## src/rtl/display_scan_ctrl_if.sv

```systemverilog
// Host-side and display-side signals of the four-digit seven-segment scan controller.
interface display_scan_ctrl_if;
    logic       enable;
    logic       wr_en;
    logic [1:0] wr_addr;
    logic [7:0] wr_data;
    logic       commit;
    logic       commit_ack;
    logic       pending;
    logic [1:0] digit;
    logic       frame_tick;
    logic [3:0] anode;
    logic [7:0] cathode;

    modport master (
        output enable, wr_en, wr_addr, wr_data, commit,
        input  commit_ack, pending, digit, frame_tick, anode, cathode
    );

    modport slave (
        input  enable, wr_en, wr_addr, wr_data, commit,
        output commit_ack, pending, digit, frame_tick, anode, cathode
    );
endinterface

```

## src/rtl/display_scan_ctrl.sv

```systemverilog
// Time-multiplexed 4-digit scan controller with a double-buffered segment set.
// The active set swaps only at a frame boundary (or while idle) so no digit ever shows a torn update.
module display_scan_ctrl #(
    parameter int unsigned PRESCALE = 50000,
    parameter int unsigned BLANK    = 1000
) (
    input  logic               clk,
    input  logic               rst_n,
    display_scan_ctrl_if.slave bus
);
    localparam int unsigned   CW         = (PRESCALE > 1) ? $clog2(PRESCALE) : 1;
    localparam logic [CW-1:0] CNT_LAST   = CW'(PRESCALE - 1);
    localparam logic [CW-1:0] BLANK_LAST = CW'(BLANK - 1);

    typedef enum logic [1:0] {
        ST_IDLE  = 2'd0,
        ST_BLANK = 2'd1,
        ST_DRIVE = 2'd2
    } state_t;

    state_t          state_r, state_nxt_s;
    logic [CW-1:0]   cnt_r, cnt_nxt_s;
    logic [1:0]      digit_r, digit_nxt_s;
    logic            pending_r, pending_nxt_s;
    logic            tick_nxt_s, ack_nxt_s;
    logic            frame_tick_r, commit_ack_r;
    logic [3:0][7:0] shadow_r;
    logic [3:0][7:0] active_r;
    logic [3:0]      anode_r;
    logic [7:0]      cathode_r;

    // Next state, counters and commit bookkeeping
    always_comb begin
        state_nxt_s = state_r;
        cnt_nxt_s   = cnt_r;
        digit_nxt_s = digit_r;
        if (!bus.enable) begin
            state_nxt_s = ST_IDLE;
            cnt_nxt_s   = '0;
            digit_nxt_s = 2'd0;
        end else begin
            case (state_r)
                ST_IDLE:  state_nxt_s = ST_BLANK;
                ST_BLANK: begin
                    if (cnt_r == BLANK_LAST) state_nxt_s = ST_DRIVE;
                    else                     state_nxt_s = ST_BLANK;
                end
                ST_DRIVE: begin
                    if (cnt_r == CNT_LAST) state_nxt_s = ST_BLANK;
                    else                   state_nxt_s = ST_DRIVE;
                end
                default:  state_nxt_s = ST_IDLE;
            endcase
            // The slot counter stays parked at zero for the single idle cycle after enable rises
            if (state_r == ST_IDLE) begin
                cnt_nxt_s = cnt_r;
            end else if (cnt_r == CNT_LAST) begin
                cnt_nxt_s   = '0;
                digit_nxt_s = digit_r + 2'd1;
            end else begin
                cnt_nxt_s = cnt_r + CW'(1);
            end
        end
        // Tick and ack are registered from next-cycle values, so they line up with the counters
        pending_nxt_s = commit_ack_r ? 1'b0 : (pending_r | bus.commit);
        tick_nxt_s    = (cnt_nxt_s == CNT_LAST) && (digit_nxt_s == 2'd3);
        ack_nxt_s     = pending_nxt_s && (tick_nxt_s || (state_nxt_s == ST_IDLE));
    end

    // Scan state, counters and commit handshake registers
    always_ff @(posedge clk or negedge rst_n) begin
        if (!rst_n) begin
            state_r      <= ST_IDLE;
            cnt_r        <= '0;
            digit_r      <= 2'd0;
            pending_r    <= 1'b0;
            frame_tick_r <= 1'b0;
            commit_ack_r <= 1'b0;
        end else begin
            state_r      <= state_nxt_s;
            cnt_r        <= cnt_nxt_s;
            digit_r      <= digit_nxt_s;
            pending_r    <= pending_nxt_s;
            frame_tick_r <= tick_nxt_s;
            commit_ack_r <= ack_nxt_s;
        end
    end

    // Shadow writes are always accepted
    always_ff @(posedge clk or negedge rst_n) begin
        if (!rst_n) begin
            shadow_r <= '0;
        end else if (bus.wr_en) begin
            shadow_r[bus.wr_addr] <= bus.wr_data;
        end else begin
            shadow_r <= shadow_r;
        end
    end

    // Active set takes the pre-write shadow in the ack cycle
    always_ff @(posedge clk or negedge rst_n) begin
        if (!rst_n) begin
            active_r <= '0;
        end else if (commit_ack_r) begin
            active_r <= shadow_r;
        end else begin
            active_r <= active_r;
        end
    end

    // Display drive; enable low darkens the digits on the very next edge
    always_ff @(posedge clk or negedge rst_n) begin
        if (!rst_n) begin
            anode_r   <= 4'hF;
            cathode_r <= 8'hFF;
        end else if (!bus.enable || (state_r != ST_DRIVE)) begin
            anode_r   <= 4'hF;
            cathode_r <= 8'hFF;
        end else begin
            anode_r   <= ~(4'b0001 << digit_r);
            cathode_r <= ~active_r[digit_r];
        end
    end

    assign bus.commit_ack = commit_ack_r;
    assign bus.pending    = pending_r;
    assign bus.digit      = digit_r;
    assign bus.frame_tick = frame_tick_r;
    assign bus.anode      = anode_r;
    assign bus.cathode    = cathode_r;
endmodule

```

## src/flat_wrapper.sv

```systemverilog
// flat-port wrapper written by rule: the top's interface ports become plain ports
module display_scan_ctrl_flat 
#(
    parameter int unsigned PRESCALE = 50000,
    parameter int unsigned BLANK    = 1000
)
  (clk, rst_n, bus_enable, bus_wr_en, bus_wr_addr, bus_wr_data, bus_commit, bus_commit_ack, bus_pending, bus_digit, bus_frame_tick, bus_anode, bus_cathode);
  display_scan_ctrl_if bus_i ();
  input  logic clk;
  input  logic rst_n;
  input wire logic [$bits(bus_i.enable)-1:0] bus_enable;
  input wire logic [$bits(bus_i.wr_en)-1:0] bus_wr_en;
  input wire logic [$bits(bus_i.wr_addr)-1:0] bus_wr_addr;
  input wire logic [$bits(bus_i.wr_data)-1:0] bus_wr_data;
  input wire logic [$bits(bus_i.commit)-1:0] bus_commit;
  output wire logic [$bits(bus_i.commit_ack)-1:0] bus_commit_ack;
  output wire logic [$bits(bus_i.pending)-1:0] bus_pending;
  output wire logic [$bits(bus_i.digit)-1:0] bus_digit;
  output wire logic [$bits(bus_i.frame_tick)-1:0] bus_frame_tick;
  output wire logic [$bits(bus_i.anode)-1:0] bus_anode;
  output wire logic [$bits(bus_i.cathode)-1:0] bus_cathode;
  assign bus_i.enable = bus_enable;
  assign bus_i.wr_en = bus_wr_en;
  assign bus_i.wr_addr = bus_wr_addr;
  assign bus_i.wr_data = bus_wr_data;
  assign bus_i.commit = bus_commit;
  assign bus_commit_ack = bus_i.commit_ack;
  assign bus_pending = bus_i.pending;
  assign bus_digit = bus_i.digit;
  assign bus_frame_tick = bus_i.frame_tick;
  assign bus_anode = bus_i.anode;
  assign bus_cathode = bus_i.cathode;
  display_scan_ctrl #(.PRESCALE(PRESCALE), .BLANK(BLANK)) u_core (.clk(clk), .rst_n(rst_n), .bus(bus_i));
endmodule
```

## config.mk

```make
export PLATFORM = sky130hd
export DESIGN_NAME = display_scan_ctrl_flat
export DESIGN_NICKNAME = d
export VERILOG_FILES = /design/src/rtl/display_scan_ctrl_if.sv /design/src/rtl/display_scan_ctrl.sv /design/src/flat_wrapper.sv
export SDC_FILE = /design/constraint.sdc
export NUM_CORES = 1
export LEC_CHECK = 0
export BUFFER_PORTS_ARGS = -buffer_cell sky130_fd_sc_hd__buf_2
export CAP_MARGIN = 40
export CORE_ASPECT_RATIO = 0.7
export CORE_MARGIN = 4
export CORE_UTILIZATION = 50
export CTS_CLUSTER_DIAMETER = 60
export CTS_CLUSTER_SIZE = 12
export DETAILED_ROUTE_END_ITERATION = 6
export GPL_TIMING_DRIVEN = 0
export HOLD_SLACK_MARGIN = 0.12
export PLACE_DENSITY = 0.8
export REMOVE_ABC_BUFFERS = 1
export SKIP_LAST_GASP = 1
export SYNTH_ARGS = -nofsm -noshare
export SYNTH_HDL_FRONTEND = slang
export SYNTH_SLANG_ARGS = --single-unit
export TNS_END_PERCENT = 100
```

## constraint.sdc

```tcl
create_clock -name clk -period 2.1 [get_ports clk]
set_input_delay 0.105 -clock clk [delete_from_list [all_inputs] [get_ports clk]]
set_output_delay 0.105 -clock clk [all_outputs]
set_load 0.05 [all_outputs]
```

# After elaboration in Yosys (flattened, before gate mapping)
# Index checks and enable logic that the tools add are counted.
# Widths: inputs -> output; s select.
# totals
ff_bits	99
word_cells	58
mem_bits_rw	0
mem_bits_ro	0
latch_bits	0
out_inout_bits	17
memories	0
# classes
n_lt_le_gt_ge	3
bitwise_logic	3
div_mod_pow	0
shifts	1
mux	18
eq_ne	7
reduce_logical	8
multipliers	0
n_addsub	2
# ops
operator	count
$mux 16	3
$bwmux 32	1
$eq 16x16->1 const B	2
$mux 8	3
$add 16x1->16 const B	1
$bmux 8 s2	1
$demux 8 s2	1
$eq 16x10->1 const B	1
$mux 2	6
$not 8->8	1
$lt 2x3->1 const B	2
$pmux 2 s3	1
$eq 2x2->1 const B	2
$logic_not 2->1	2
$mux 4	1
$not 4->4	1
$shl 1x2->4 const A	1
$logic_and 1x1->1	3
$add 2x1->2 const B	1
$eq 2x1->1 const B	1
$ge 2x1->1 const B	1
$logic_or 1x1->1	2
$ne 2x2->1 const B	1
$logic_not 1->1	1
other kinds (2)	2

# Longest topological paths before layout
# depth
word_depth	8
mapped_depth	7
mapped_depth_nobuf	6

# Worst setup path before layout
# OpenSTA, ideal clock, no wires.
# synth_path
path_type	register to register
from	register u_core.cnt_r[11]
to	register u_core.cnt_r[12]
path_stages_with_launch	8
setup_time_ns	0.122
t_arrival_ns	1.852
path_slack_ns	0.125
n_path_buf	2
path_cell_list	dfrtp_1 -> buf_2 -> or4_4 -> nor4_4 -> nand2_1 -> nand2_1 -> buf_4 -> nor2_1
# synth_via
elab_chain_cells	4
word_cells_on_any_way	5
classes_between	1 x add/sub; 1 x eq/ne; 3 x mux
# synth_lines
element	line_no	rtl
start: declaration	display_scan_ctrl.sv:22	logic [CW-1:0] cnt_r, cnt_nxt_s;
start signal: assignment	display_scan_ctrl.sv:81	cnt_r <= cnt_nxt_s;
$add 16x1->16 or $eq 16x16->1 (tied branches)	display_scan_ctrl.sv:61, display_scan_ctrl.sv:57	
$mux 16 (*)	display_scan_ctrl.sv:57	end else if (cnt_r == CNT_LAST) begin
$mux 16 (*)	display_scan_ctrl.sv:55	if (state_r == ST_IDLE) begin
$mux 16 (*)	display_scan_ctrl.sv:37	if (!bus.enable) begin
net u_core.cnt_nxt_s[12]	display_scan_ctrl.sv:22	
# Mark *: on every way through the listed nets, which the timed path passes. The rest lies on a longest branch.
# A chain may end at the register's enable or synchronous reset.

# Final worst setup path
# layout_path
from	register u_core.cnt_r[7]
to	register u_core.state_r[0]
# layout_via
elab_chain_cells	4
word_cells_on_any_way	6
classes_between	2 x eq/ne; 4 x mux
# layout_lines
element	line_no	rtl
$eq 16x16->1 or $eq 16x10->1 (tied branches)	display_scan_ctrl.sv:49, display_scan_ctrl.sv:45	
$mux 2 (on tied branches)	display_scan_ctrl.sv:49, display_scan_ctrl.sv:45	
$pmux 2 s3 (*)	display_scan_ctrl.sv:42	case (state_r)
$mux 2 (*)	display_scan_ctrl.sv:37	
net u_core.state_nxt_s[0]	display_scan_ctrl.sv:21	state_t state_r, state_nxt_s;
end signal: assignment	display_scan_ctrl.sv:80	state_r <= state_nxt_s;
end: declaration	display_scan_ctrl.sv:21	
# Marks and branches as above.

==> impl_metrics.toml <==
[timing]
rsz0062_at_grt = "yes"
clock_skew_ns = 0.00699
relSlewSlack_pct = 45.8
max_freq_mhz = 486
setup_viol = 0
worstMarginPinSlew_ns = 0.809
final-max-slew-violation-count = 0
finalCritPeriodShare_pct = 97.9
hold_viol = 0
fin_crit_ns = 2.06

[yosys]
synth.area.top_cells = "dfrtp_1, mux2_2, dfstp_2"
yosysTopAreaCell = "dfrtp_1"
syn_inst = 328
yosys_warnings = 0
synth-seq-cells = 99
synth_area_um2 = 4390
synth.top_cell.area_share_pct = 49.6
ys.flop_type = "dfrtp_1"
synth_edf_count = 0
syn_area_per_cell_um2 = 13.4
synth_cell_type_count = 45
ys_seq_area_share_pct = 56.8
synth-async-reset-ratio_pct = 100

[run_status]
status = "completed"

[floorplan]
die_width_um = 120
die_area_um2 = 10400
ioPinCount = 32
fp-row-count = 28
die_h_um = 86.4
initial_core_util_pct = 51.5
coreArea_um2 = 8510

[setup_path]
required_ns = 2.38
worst_setup_path_start_kind = "flop"
reg2regPathDepth = 5
r2r_end = "u_core.state_r[0]"
max_stage_delay_ns = 0.57
critPathSlowestCell = "or4bb_1"
arrival_ns = 2.33
end_kind = "flop"
path_class = "reg -> reg"
reg2reg_slack_ns = 0.04
startpoint = "u_core.cnt_r[7]"
cp_max_fo = 8
path_cells = "or4bb_1 > nor4_4 > nand3_1 > o21ai_0 > and3_1"
r2r_start = "u_core.cnt_r[7]"

[route]
dr.pass1.iters = 4
drt_iter0_markers = 209
antenna_left = 0
via_count = 2867
vias_per_cell = 5.70
drc_errors = 0
wirelength_um = 8700
wl_per_cell_um = 17.3

[global_routing]
grt_pass1_wl_um = 14400
grt_start_max_net_pins = 70
grt_use_met3_pct = 4.31
met1_usage_pct = 24.1
grt_pass1_vias = 2849
grt_overflow = 0
antenna_found_initial = 0
track_usage_pct = 17.7
busiest_layer = "met2"
grtUsageMet2_pct = 28.5

[clock_tree]
clockRootBuffer = "clkbuf_16"
clk_pin_slew_ns = 0.07
clk_path_buf_depth = 2
cts_tree = "yes"
clkLatencyLatePin_ns = 0.34
clock_sinks = 99
cts_buffers = 9
cts_htree_levels = 3

[layout]
drive_above_1_share_pct = 42.8
antenna_cells = 0
post_layout_nonfiller_instances = 503
finish.utilization_pct = 61.4
syn2layout_area_growth_pct = 19.1
fillCellCount = 642
layout_commonest_cell = "dfrtp_1"
fin_nets = 398
layout_common_cells = "dfrtp_1, mux2_2, buf_2, nor2_1, nand2_1"

[power]
p_total_uw = 4720
vdd_drop_max_mv = 0.673
combPwrFrac_pct = 12.9
seq_power_share_pct = 51.9
clkPwrFrac_pct = 35.1
p_per_area_nw_per_um2 = 903
p_int_uw = 3650
p_sw_uw = 1080
p_leak_uw = 0.00211
switching_share_pct = 22.8

[placement]
hpwl_um = 5670
gp_congestion = 0.916
io_buffers = 31
place_inst = 466

[flow_run]
drv_cap = 0

[hold_path]
hold_path.class = "in -> async"
## cell families (layout without fill, tap and decap cells)
| kind of cell | after synthesis | in the layout | synth area share, % |
|---|---|---|---|
| adder cells (fa/ha/maj) | 5 | 5 | 1.43 |
| buffers and inverters | 20 | 75 | 2.31 |
| flip-flops | 99 | 99 | 56.8 |
| AO/OA/AOI/OAI | 20 | 20 | 3.68 |
| multiplexers | 75 | 75 | 21.2 |
| AND/OR/NAND/NOR | 94 | 94 | 11.5 |
| XOR/XNOR | 15 | 15 | 2.99 |
## timing repair
item | 4_1_cts | 5_1_grt
gates resized for setup | 10 | 8
hold buffers | 11 | 0
endpoints found under the setup margin | 15 | 16
pin swaps | 1 | 3
endpoints found under the hold margin | 124 | 0
setup buffers | 0 | 10
## critical path: cells and delay by family (launching register included)
family | cells | cell delay, ns
AOI/OAI and AO/OA | 1 | 0.20
and+or+nand+nor | 4 | 1.32
DFF | 1 | 0.47
## through the flow
step                      setup TNS, ns  hold WS [ns]  setup WS, ns  cell area, um^2
after floorplan                       0        -0.191         0.149             4300
after global placement            -1.67         0.390        -0.135             4610
after detailed placement          -2.82        0.0601        -0.220             4670
after CTS                             0         0.247       0.00430             5110
after global routing            -0.0645         0.262       -0.0284             5230
final                                 0         0.229        0.0440             5230
## registers in the layout, summed over array words and instances, names as in the netlist
| register | flops |
|---|---|
| u_core.active_r | 32 |
| u_core.bus.anode | 4 |
| u_core.bus.cathode | 8 |
| u_core.bus.commit_ack | 1 |
| u_core.bus.digit | 2 |
| u_core.bus.frame_tick | 1 |
| u_core.bus.pending | 1 |
| u_core.cnt_r | 16 |
| u_core.shadow_r | 32 |
| u_core.state_r | 2 |
## cell usage after synthesis, drive strengths merged (4+ instances only)
cell	instances
buf	7
nand3b	4
inv	4
nor4	6
dfstp	12
nand2	26
o21ai	5
mux4	8
nor2	27
mux2	65
nand3	6
clkbuf	9
xnor2	9
nand4	7
xor2	6
dfrtp	87
ha	5
or4	5
## worst max path at each step
stage                     cells past startpoint  slack (ns)               endpoint
after floorplan                               5        0.15       u_core.cnt_r[10]
after global placement                        5       -0.13        u_core.cnt_r[4]
after detailed placement                      5       -0.22       u_core.cnt_r[13]
after CTS                                     5       0.004  u_core.bus.frame_tick
after global routing                          5       -0.03  u_core.bus.frame_tick
final                                         5        0.04      u_core.state_r[0]
## layout make-up
class / instances / area (um^2) / share of cell area [%]
clock inverter: 3 / 46.3 / 0.886
timing repair buffer: 55 / 405 / 7.76
clock buffer: 13 / 260 / 4.98
sequential: 99 / 2500 / 47.9
tap: 120 / 150 / 2.87
multi-input combinational: 209 / 1850 / 35.3
inverter: 4 / 15.0 / 0.287
## routing by layer
| metal | part of all wire, % | up-vias |
|---|---|---|
| met2 | 48 | 89 |
| met1 | 45 | 1484 |
| li1 | - | 1277 |
| met4 | 1.8 | 0 |
| met3 | 5.3 | 17 |
| met5 | 0 | - |
## power by group through the flow
stage	Clock, uW	Sequential [uW]	Combinational (uW)
after global routing	1790	2490	676
after floorplan	0	2430	431
after CTS	1690	2450	615
after global placement	0	2470	534
after detailed placement	0	2480	596
final	1660	2450	611
(Power assumes the default switching activity.)
